**config.mk**
```make
export PLATFORM = sky130hd
export DESIGN_NAME = squared_length_flat
export DESIGN_NICKNAME = d
export VERILOG_FILES = /design/src/rtl/squared_length_if.sv /design/src/rtl/squared_length.sv /design/src/flat_wrapper.sv
export SDC_FILE = /design/constraint.sdc
export NUM_CORES = 1
export LEC_CHECK = 0
export CAP_MARGIN = 15
export CORE_UTILIZATION = 42
export CTS_CLUSTER_SIZE = 30
export DETAILED_ROUTE_END_ITERATION = 8
export HOLD_SLACK_MARGIN = 0.1
export PLACE_DENSITY_LB_ADDON = 0.2
export SLEW_MARGIN = 40
export SYNTH_ARGS = -nofsm -noshare
export SYNTH_HDL_FRONTEND = slang
export SYNTH_SLANG_ARGS = --single-unit
```
**constraint.sdc**
```tcl
create_clock -name clk -period 12.05 [get_ports clk]
set_clock_uncertainty 0.05 [all_clocks]
set_input_delay 2.41 -clock clk [delete_from_list [all_inputs] [get_ports clk]]
set_output_delay 2.41 -clock clk [all_outputs]
set_load 0.01 [all_outputs]
```
**src/rtl/squared_length_if.sv**
```systemverilog
// Handshake bundle between the vector producer, squared_length and the
// square-root stage.
//   in_valid/in_ready : vector handshake, x/y/z signed Q(IN_W-4).4 components
//   out_valid/out_ready : result handshake, A unsigned with 4 fraction bits
//   is_zero           : A == 0, meaningful while out_valid is high
//   start             : one-cycle pulse to the square-root stage on handoff
// slave is the squared_length side, master the producer/consumer side.
interface squared_length_if #(
  parameter int IN_W  = 8,
  parameter int OUT_W = 12
);
  logic                   in_valid;
  logic                   in_ready;
  logic signed [IN_W-1:0] x;
  logic signed [IN_W-1:0] y;
  logic signed [IN_W-1:0] z;
  logic                   out_valid;
  logic                   out_ready;
  logic [OUT_W-1:0]       A;
  logic                   is_zero;
  logic                   start;

  modport slave (
    input  in_valid, x, y, z, out_ready,
    output in_ready, out_valid, A, is_zero, start
  );

  modport master (
    output in_valid, x, y, z, out_ready,
    input  in_ready, out_valid, A, is_zero, start
  );
endinterface

```
**src/rtl/squared_length.sv**
```systemverilog
// squared_length: computes x*x + y*y + z*z of a signed fixed-point vector
// with one shared multiplier (three cycles), then reduces it to OUT_W bits
// with 4 fraction bits, saturating to all ones, and offers it on a
// valid/ready handshake. start pulses on the cycle the result is taken.
// Ports:
//   clk  : clock
//   rst_ : synchronous reset, active-high
//   bus  : squared_length_if.slave (in_valid/in_ready/x/y/z,
//          out_valid/out_ready/A/is_zero/start)
// Build option: define SQUARED_LENGTH_ROUND_EN for round-half-up on the
// dropped fraction bits; otherwise they are truncated.
module squared_length #(
  parameter int IN_W    = 8,
  parameter int FRAC_IN = 4,
  parameter int OUT_W   = 12
) (
  input  logic            clk,
  input  logic            rst_,
  squared_length_if.slave bus
);

  localparam int ACC_W = 2*IN_W + 2;
  localparam int DROP  = 2*FRAC_IN - 4;
`ifdef SQUARED_LENGTH_ROUND_EN
  // One extra bit so the rounding increment cannot wrap.
  localparam int SUM_W = ACC_W + 1;
`else
  localparam int SUM_W = ACC_W;
`endif

  typedef enum logic [2:0] {IDLE, MUL_X, MUL_Y, MUL_Z, FORMAT, HOLD} state_t;

  state_t state, next_state;

  logic signed [IN_W-1:0]   x_r, y_r, z_r;
  logic signed [IN_W-1:0]   op;
  logic signed [2*IN_W-1:0] op_ext;
  logic signed [2*IN_W-1:0] prod;
  logic [ACC_W-1:0]         prod_ext;
  logic [ACC_W-1:0]         acc;
  logic [SUM_W-1:0]         sum;
  logic [SUM_W-1:0]         shifted;
  logic [OUT_W-1:0]         a_sat;
  logic [OUT_W-1:0]         a_r;
  logic                     is_zero_r;
  logic                     out_valid_r;
  logic                     accept;
  logic                     start;

  assign accept = bus.in_valid && (state == IDLE);
  assign start  = (state == HOLD) && out_valid_r && bus.out_ready;

  // Shared multiplier: operand chosen by the current MUL_* state.
  always_comb begin
    op = z_r;
    case (state)
      MUL_X:   op = x_r;
      MUL_Y:   op = y_r;
      default: op = z_r;
    endcase
  end

  assign op_ext = (2*IN_W)'(op);
  assign prod   = op_ext * op_ext;
  // A square is never negative, so zero extension is exact.
  assign prod_ext = ACC_W'($unsigned(prod));

  // Reduce to 4 fraction bits, then clamp anything above OUT_W bits.
  always_comb begin
`ifdef SQUARED_LENGTH_ROUND_EN
    sum = {1'b0, acc} + (SUM_W'(1) << (DROP - 1));
`else
    sum = acc;
`endif
    shifted = sum >> DROP;
    if (|shifted[SUM_W-1:OUT_W]) a_sat = '1;
    else                         a_sat = shifted[OUT_W-1:0];
  end

  always_ff @(posedge clk) begin
    if (rst_) state <= IDLE;
    else      state <= next_state;
  end

  always_comb begin
    next_state = state;
    case (state)
      IDLE:    if (bus.in_valid) next_state = MUL_X;
      MUL_X:   next_state = MUL_Y;
      MUL_Y:   next_state = MUL_Z;
      MUL_Z:   next_state = FORMAT;
      FORMAT:  next_state = HOLD;
      HOLD:    if (start) next_state = IDLE;
      default: next_state = IDLE;
    endcase
  end

  always_ff @(posedge clk) begin
    if (rst_) begin
      x_r         <= '0;
      y_r         <= '0;
      z_r         <= '0;
      acc         <= '0;
      a_r         <= '0;
      is_zero_r   <= 1'b0;
      out_valid_r <= 1'b0;
    end else begin
      if (accept) begin
        x_r <= bus.x;
        y_r <= bus.y;
        z_r <= bus.z;
      end
      case (state)
        MUL_X:        acc <= prod_ext;
        MUL_Y, MUL_Z: acc <= acc + prod_ext;
        FORMAT: begin
          a_r         <= a_sat;
          is_zero_r   <= (a_sat == '0);
          out_valid_r <= 1'b1;
        end
        HOLD:    if (start) out_valid_r <= 1'b0;
        default: ;
      endcase
    end
  end

  assign bus.in_ready  = (state == IDLE);
  assign bus.out_valid = out_valid_r;
  assign bus.A         = a_r;
  assign bus.is_zero   = is_zero_r;
  assign bus.start     = start;

endmodule

```
**src/flat_wrapper.sv**
```systemverilog
// flat-port wrapper written by rule: the top's interface ports become plain ports
module squared_length_flat 
#(
  parameter int IN_W    = 8,
  parameter int FRAC_IN = 4,
  parameter int OUT_W   = 12
)
  (clk, rst_, bus_in_valid, bus_x, bus_y, bus_z, bus_out_ready, bus_in_ready, bus_out_valid, bus_A, bus_is_zero, bus_start);
  squared_length_if #(.IN_W(IN_W), .OUT_W(OUT_W)) bus_i ();
  input  logic clk;
  input  logic rst_;
  input wire logic [$bits(bus_i.in_valid)-1:0] bus_in_valid;
  input wire logic [$bits(bus_i.x)-1:0] bus_x;
  input wire logic [$bits(bus_i.y)-1:0] bus_y;
  input wire logic [$bits(bus_i.z)-1:0] bus_z;
  input wire logic [$bits(bus_i.out_ready)-1:0] bus_out_ready;
  output wire logic [$bits(bus_i.in_ready)-1:0] bus_in_ready;
  output wire logic [$bits(bus_i.out_valid)-1:0] bus_out_valid;
  output wire logic [$bits(bus_i.A)-1:0] bus_A;
  output wire logic [$bits(bus_i.is_zero)-1:0] bus_is_zero;
  output wire logic [$bits(bus_i.start)-1:0] bus_start;
  assign bus_i.in_valid = bus_in_valid;
  assign bus_i.x = bus_x;
  assign bus_i.y = bus_y;
  assign bus_i.z = bus_z;
  assign bus_i.out_ready = bus_out_ready;
  assign bus_in_ready = bus_i.in_ready;
  assign bus_out_valid = bus_i.out_valid;
  assign bus_A = bus_i.A;
  assign bus_is_zero = bus_i.is_zero;
  assign bus_start = bus_i.start;
  squared_length #(.IN_W(IN_W), .FRAC_IN(FRAC_IN), .OUT_W(OUT_W)) u_core (.clk(clk), .rst_(rst_), .bus(bus_i));
endmodule
```
# After elaboration in Yosys (flattened, before gate mapping)
# Index checks and enable logic that the tools add are counted.
[totals] reg_bits=59 input_bits=28 out_inout_bits=16 wordCells=36
[op_classes] n_addsub=1 multipliers=1 eq_ne=7 n_mux=8 n_reduce_logical=11
[ops] operator="one-hot mux 18 bit (2 select lines)" count=1
[ops] operator="adder 18 x 16 -> 18 bit" count=1
[ops] operator="one-hot mux 3 bit (6 select lines)" count=1
[ops] operator="multiplier 8 x 8 -> 16 bit" count=1
[ops] operator="one-hot mux 8 bit (2 select lines)" count=1
[ops] operator="logical NOT 12 bit" count=1
[ops] operator="two-way mux 12 bit" count=1
[ops] operator="equality test 3 x 2 -> 1 bit (second input constant)" count=2
[ops] operator="equality test 3 bit (second input constant)" count=2
[ops] operator="two-way mux 3 bit" count=2
[ops] operator="inequality test 2 bit (second input constant)" count=2
[ops] operator="AND reduction 2 bit" count=2
[ops] operator="nonzero test 2 bit" count=2
[ops] operator="OR reduction 2 bit" count=2
[ops] operator="equality test 3 x 1 -> 1 bit (second input constant)" count=1
[ops] operator="logical AND 1 bit" count=3
[ops] operator="logical NOT 3 bit" count=1
[ops] operator="one-hot mux 1 bit (2 select lines)" count=1
[ops] operator="two-way mux 1 bit" count=1

# Logic depth before layout (Yosys ltp)
[depth] ltp_word=5 ltp_mapped=30 depth_no_buf=27

# Worst setup path before layout
# No wires, ideal clock.
[synth_timing] path_type="flip-flop to flip-flop" from="register u_core.state[2]" to="register u_core.acc[16]" setup_time_ps=117 arrival_time_ps=6078 required_time_ps=11883 slack_ps=5805 path_stages_with_launch=30 path_buffers=3 synth_period_minus_slack_ps=6245 cell_sequence="dfxtp_1 -> buf_2 -> buf_6 -> buf_4 -> nor2_1 -> a21oi_1 -> o22ai_1 -> a21oi_2 -> inv_1 -> nor2_1 -> inv_1 -> fa_1 -> inv_1 -> fa_1 -> fa_1 -> inv_1 -> fa_1 -> inv_1 -> ha_1 -> o21ai_0 -> a21oi_1 -> o21ai_0 -> o21ai_0 -> xor2_1 -> ha_1 -> or3_1 -> or4_1 -> o21ai_1 -> nand3b_1 -> o21ai_1"
[synth_between] elab_chain_cells=5 word_cells_on_any_way=9 classes_between="1 x add/sub; 1 x mul; 3 x eq/ne; 2 x mux; 2 x reduce/logical"
[synth_rtl] element="start, declared" line_no="squared_length.sv:33" text="state_t state, next_state;"
[synth_rtl] element="start signal, assigned" line_no="squared_length.sv:82" text="else state <= next_state;"
[synth_rtl] element="equality test 3 x 2 -> 1 bit or equality test 3 x 1 -> 1 bit (tied branches)" line_no="squared_length.sv:56, squared_length.sv:113"
[synth_rtl] element="one-hot mux 8 bit (2 select lines)" line_no="squared_length.sv:56" text="case (state)"
[synth_rtl] element="multiplier 8 x 8 -> 16 bit" line_no="squared_length.sv:64" text="assign prod = op_ext * op_ext;"
[synth_rtl] element="adder 18 x 16 -> 18 bit" line_no="squared_length.sv:115" text="MUL_Y, MUL_Z: acc <= acc + prod_ext;"
[synth_rtl] element="one-hot mux 18 bit (2 select lines)" line_no="squared_length.sv:113" text="case (state)"
[synth_rtl] element="end signal, assigned" line_no="squared_length.sv:114" text="MUL_X: acc <= prod_ext;"
[synth_rtl] element="end signal, assigned" line_no="squared_length.sv:115"
[synth_rtl] element="end, declared" line_no="squared_length.sv:40" text="logic [ACC_W-1:0] acc;"
# Parallel ways exist; a longest one is shown, timed or not.
# A chain may end at the register's enable or synchronous reset.

# Worst setup path after layout
[layout_timing] from="register u_core.state[1]" to="register u_core.acc[17]"
# The elaborated chain is that of the path after synthesis.

==> impl_metrics.prom <==
# TYPE chip_impl_metric gauge
chip_impl_info{name="synth.area.top_cells",value="dfxtp_1, fa_1, ha_1"} 1
chip_impl_metric{name="drive_above_1_share",unit="%"} 9.00
chip_impl_info{name="global_route.peak_usage_layer",value="met2"} 1
chip_impl_info{name="launch_point_of_the_worst_hold_path",value="u_core.x_r[2]$_SDFFE_PP0P_"} 1
chip_impl_metric{name="detail_route.iter0.violations",unit=""} 289
chip_impl_metric{name="core.rowCount",unit=""} 41
chip_impl_metric{name="grtUsageMet2",unit="%"} 32.3
chip_impl_metric{name="initial_utilization",unit="%"} 43.9
chip_impl_metric{name="vias",unit=""} 4886
chip_impl_metric{name="report.final.setup_viol",unit=""} 0
chip_impl_info{name="synth_area_leader_cell",value="dfxtp_1"} 1
chip_impl_info{name="clk_root_buffer_cell",value="clkbuf_16"} 1
chip_impl_metric{name="via_per_inst",unit=""} 5.47
chip_impl_metric{name="finalHoldViolations",unit=""} 0
chip_impl_info{name="grt_setup_unrepaired",value="false"} 1
chip_impl_metric{name="grt_max_degree",unit=""} 44
chip_impl_metric{name="synth-seq-area-share",unit="%"} 20.9
chip_impl_metric{name="globalplace.congestion",unit=""} 0.875
chip_impl_metric{name="clock_path_buffers",unit=""} 2
chip_impl_info{name="crit_path_start",value="u_core.state[1]$_SDFFE_PP0P_"} 1
chip_impl_metric{name="synth_async_sr_flop_share",unit="%"} 0
chip_impl_metric{name="antenna_cells_inserted",unit=""} 0
chip_impl_info{name="hold_class",value="reg -> reg"} 1
chip_impl_metric{name="final_critical_path_share_of_the_clock_period",unit="%"} 58.5
chip_impl_info{name="dominantRegCellSynth",value="dfxtp_1"} 1
chip_impl_metric{name="vias_in_the_first_global_route",unit=""} 4806
chip_impl_metric{name="core_area",unit="sq um"} 12900
chip_impl_metric{name="place_hpwl",unit="um"} 10300
chip_impl_metric{name="slew_headroom",unit="%"} 42.8
chip_impl_info{name="status",value="finished, final reports clean"} 1
chip_impl_metric{name="global_route.usage.met1",unit="%"} 27.8
chip_impl_info{name="synth_common_cells",value="nand2_1, inv_1, nor2_1, a21oi_1, dfxtp_1"} 1
chip_impl_metric{name="first_pass_grt_wire_length",unit="um"} 23000
chip_impl_metric{name="final.min_clock_period",unit="ns"} 7.04
chip_impl_metric{name="clock_insertion_delay_worst_skew",unit="ns"} 0.34
chip_impl_metric{name="cts_buffers",unit=""} 9
chip_impl_metric{name="grt_use_total",unit="%"} 20.4
chip_impl_metric{name="drt_first_pass_iters",unit=""} 4
chip_impl_metric{name="timing.setup.tns",unit="ns"} 0
chip_impl_metric{name="clkTransAtPathRegs",unit="ns"} 0.06
chip_impl_metric{name="ys_ff_latch",unit=""} 59
chip_impl_metric{name="synth_area",unit="sq um"} 5650
chip_impl_metric{name="post-place-ws",unit="ns"} 4.89
chip_impl_metric{name="post_cts.repair.setup_buffers",unit=""} 0
chip_impl_metric{name="timing.critical_path.arrival",unit="ns"} 7.28
chip_impl_metric{name="chipWidth",unit="um"} 118
chip_impl_metric{name="num-nets-final",unit=""} 834
chip_impl_metric{name="worst-path-max-fanout",unit=""} 27
chip_impl_info{name="start_kind",value="flip-flop"} 1
chip_impl_metric{name="htree_levels",unit=""} 3
chip_impl_metric{name="buffer_ports.inserted",unit=""} 43
chip_impl_metric{name="hold_slack",unit="ns"} 0.404
chip_impl_metric{name="drc_errors",unit=""} 0
chip_impl_metric{name="ctsResizeCount",unit=""} 0
chip_impl_metric{name="post_drt_wl_per_cell",unit="um"} 14.8
chip_impl_metric{name="pin_slew_with_the_least_headroom_to_its_limit",unit="ns"} 0.853
chip_impl_metric{name="worst-endpoint-required",unit="ns"} 12.28
chip_impl_metric{name="die_h",unit="um"} 118
chip_impl_info{name="synth.most_common_cell",value="nand2_1"} 1
chip_impl_metric{name="netlist_cell_types",unit=""} 65
chip_impl_metric{name="globalRoute.totalOverflow",unit=""} 0
chip_impl_metric{name="area_growth",unit="%"} 15.4
chip_impl_info{name="end_kind",value="flip-flop"} 1
chip_impl_metric{name="grtUsageMet3",unit="%"} 3.88
chip_impl_metric{name="avgSynthCellArea",unit="sq um"} 8.22
chip_impl_metric{name="number_of_synthesis_warnings",unit=""} 0
chip_impl_info{name="tritoncts",value="yes"} 1
chip_impl_metric{name="worst_r2r_path_depth",unit=""} 25
chip_impl_metric{name="fill_cells",unit=""} 1239
chip_impl_metric{name="drt-total-wl",unit="um"} 13200
chip_impl_metric{name="fmaxAchievable",unit="MHz"} 142
chip_impl_metric{name="syn_inst",unit=""} 687
chip_impl_metric{name="ant_nets",unit=""} 0
chip_impl_metric{name="clkSinkCount",unit=""} 59
chip_impl_metric{name="postSynthNetCount",unit=""} 804
chip_impl_info{name="critical_path_class",value="reg -> reg"} 1
chip_impl_metric{name="report.final.slew_viol_count",unit=""} 0
chip_impl_metric{name="antenna_found_initial",unit=""} 0
chip_impl_metric{name="postCtsHoldBufs",unit=""} 0
chip_impl_metric{name="timing.final.ws_setup",unit="ns"} 5.01
chip_impl_metric{name="die_area",unit="sq um"} 13900
chip_impl_metric{name="hold_depth",unit=""} 2
chip_impl_info{name="critical_path.reg2reg.startpoint",value="u_core.state[1]$_SDFFE_PP0P_"} 1
chip_impl_metric{name="synthDominantCellAreaShare",unit="%"} 20.9
chip_impl_metric{name="synth_edf_count",unit=""} 0
chip_impl_metric{name="io_pins",unit=""} 44
chip_impl_metric{name="max_cap_violations",unit=""} 0
[path summary, 6_finish.rpt]
path                                                     to  slack [ns]
worst max-delay path            u_core.acc[17]$_SDFFE_PP0P_        5.01
worst min register to register   u_core.x_r[2]$_SDFFE_PP0P_        0.40
worst max register to register  u_core.acc[17]$_SDFFE_PP0P_        5.01
worst min-delay path             u_core.x_r[2]$_SDFFE_PP0P_        0.40
[layout make-up]
cell class | instances | area (sq um) | area share [%]
Clock buffer | 11 | 253 | 3.88
Tap cell | 172 | 215 | 3.30
Inverter | 80 | 300 | 4.61
Clock inverter | 5 | 83.8 | 1.29
Sequential cell | 59 | 1180 | 18.1
Timing Repair Buffer | 47 | 460 | 7.06
Multi-Input combinational cell | 520 | 4020 | 61.7
[critical path: stages, from the launching register on]
cell and delay (ns):
dfxtp_1 0.72, buf_4 0.39, or3_1 0.16, o21ai_0 0.08, a21o_2 0.25, inv_2 0.21, nand2_1 0.19, fa_1 0.58
fa_1 0.56, inv_1 0.05, fa_1 0.54, inv_1 0.06, fa_1 0.52, inv_1 0.04, ha_1 0.34, a21o_1 0.20
a21o_1 0.19, a31oi_1 0.17, xnor2_1 0.19, ha_1 0.34, o21a_1 0.15, o21ai_0 0.32, nand2b_1 0.12, a21o_1 0.23
a31o_2 0.25, nand3_1 0.07
[stage by stage]
stage / instances / util (%) / cell area [sq um]
after global routing: 894 / 50.6 / 6520
after CTS: 894 / 50.5 / 6510
after floorplan: 687 / - / 5650
final: 894 / 50.6 / 6520
after detailed placement: 878 / 47.9 / 6170
after global placement: 878 / 47.9 / 6170
[per-layer routing]
layer | vias to the layer above | routed length, um
li1 | 2418 | -
met1 | 2338 | 6420
met2 | 114 | 6060
met3 | 16 | 494
met4 | 0 | 235
met5 | - | 0
[placed cells by master, fill, tap and decap left out, drive strengths merged, types with 4 or more instances in the layout]
cell	count
o221ai	11
a31oi	9
or3	6
buf	4
o21a	7
inv	81
nand2	89
o211ai	12
o21ai	30
xnor2	22
a211oi	9
fa	43
o31ai	4
a21o	16
nand2b	4
nand3	7
ha	46
xor2	9
clkbuf	11
o221a	11
a21oi	65
nor3	9
dfxtp	59
clkdlybuf4s50	43
nor2	71
[logic make-up (layout without fill, tap and decap cells)]
family / after synthesis / after routing / synth area share (%)
compound gates: 193 / 193 / 24.3
flops: 59 / 59 / 20.9
buf+inv: 108 / 143 / 8.02
mux: 2 / 2 / 0.443
fa+ha+maj: 89 / 89 / 25.4
xor+xnor: 31 / 31 / 4.94
simple gates: 205 / 205 / 15.9
[flip-flops by register name, summed over array words and instances, names as in the netlist]
signal / flops
u_core.acc: 18
u_core.bus.A: 12
u_core.bus.out_valid: 1
u_core.x_r: 8
u_core.z_r: 8
u_core.state: 3
u_core.y_r: 8
u_core.bus.is_zero: 1
Power is left out: the tool's default activity adds up to more than one toggle a clock period on the data nets, which glitch-free logic cannot reach.
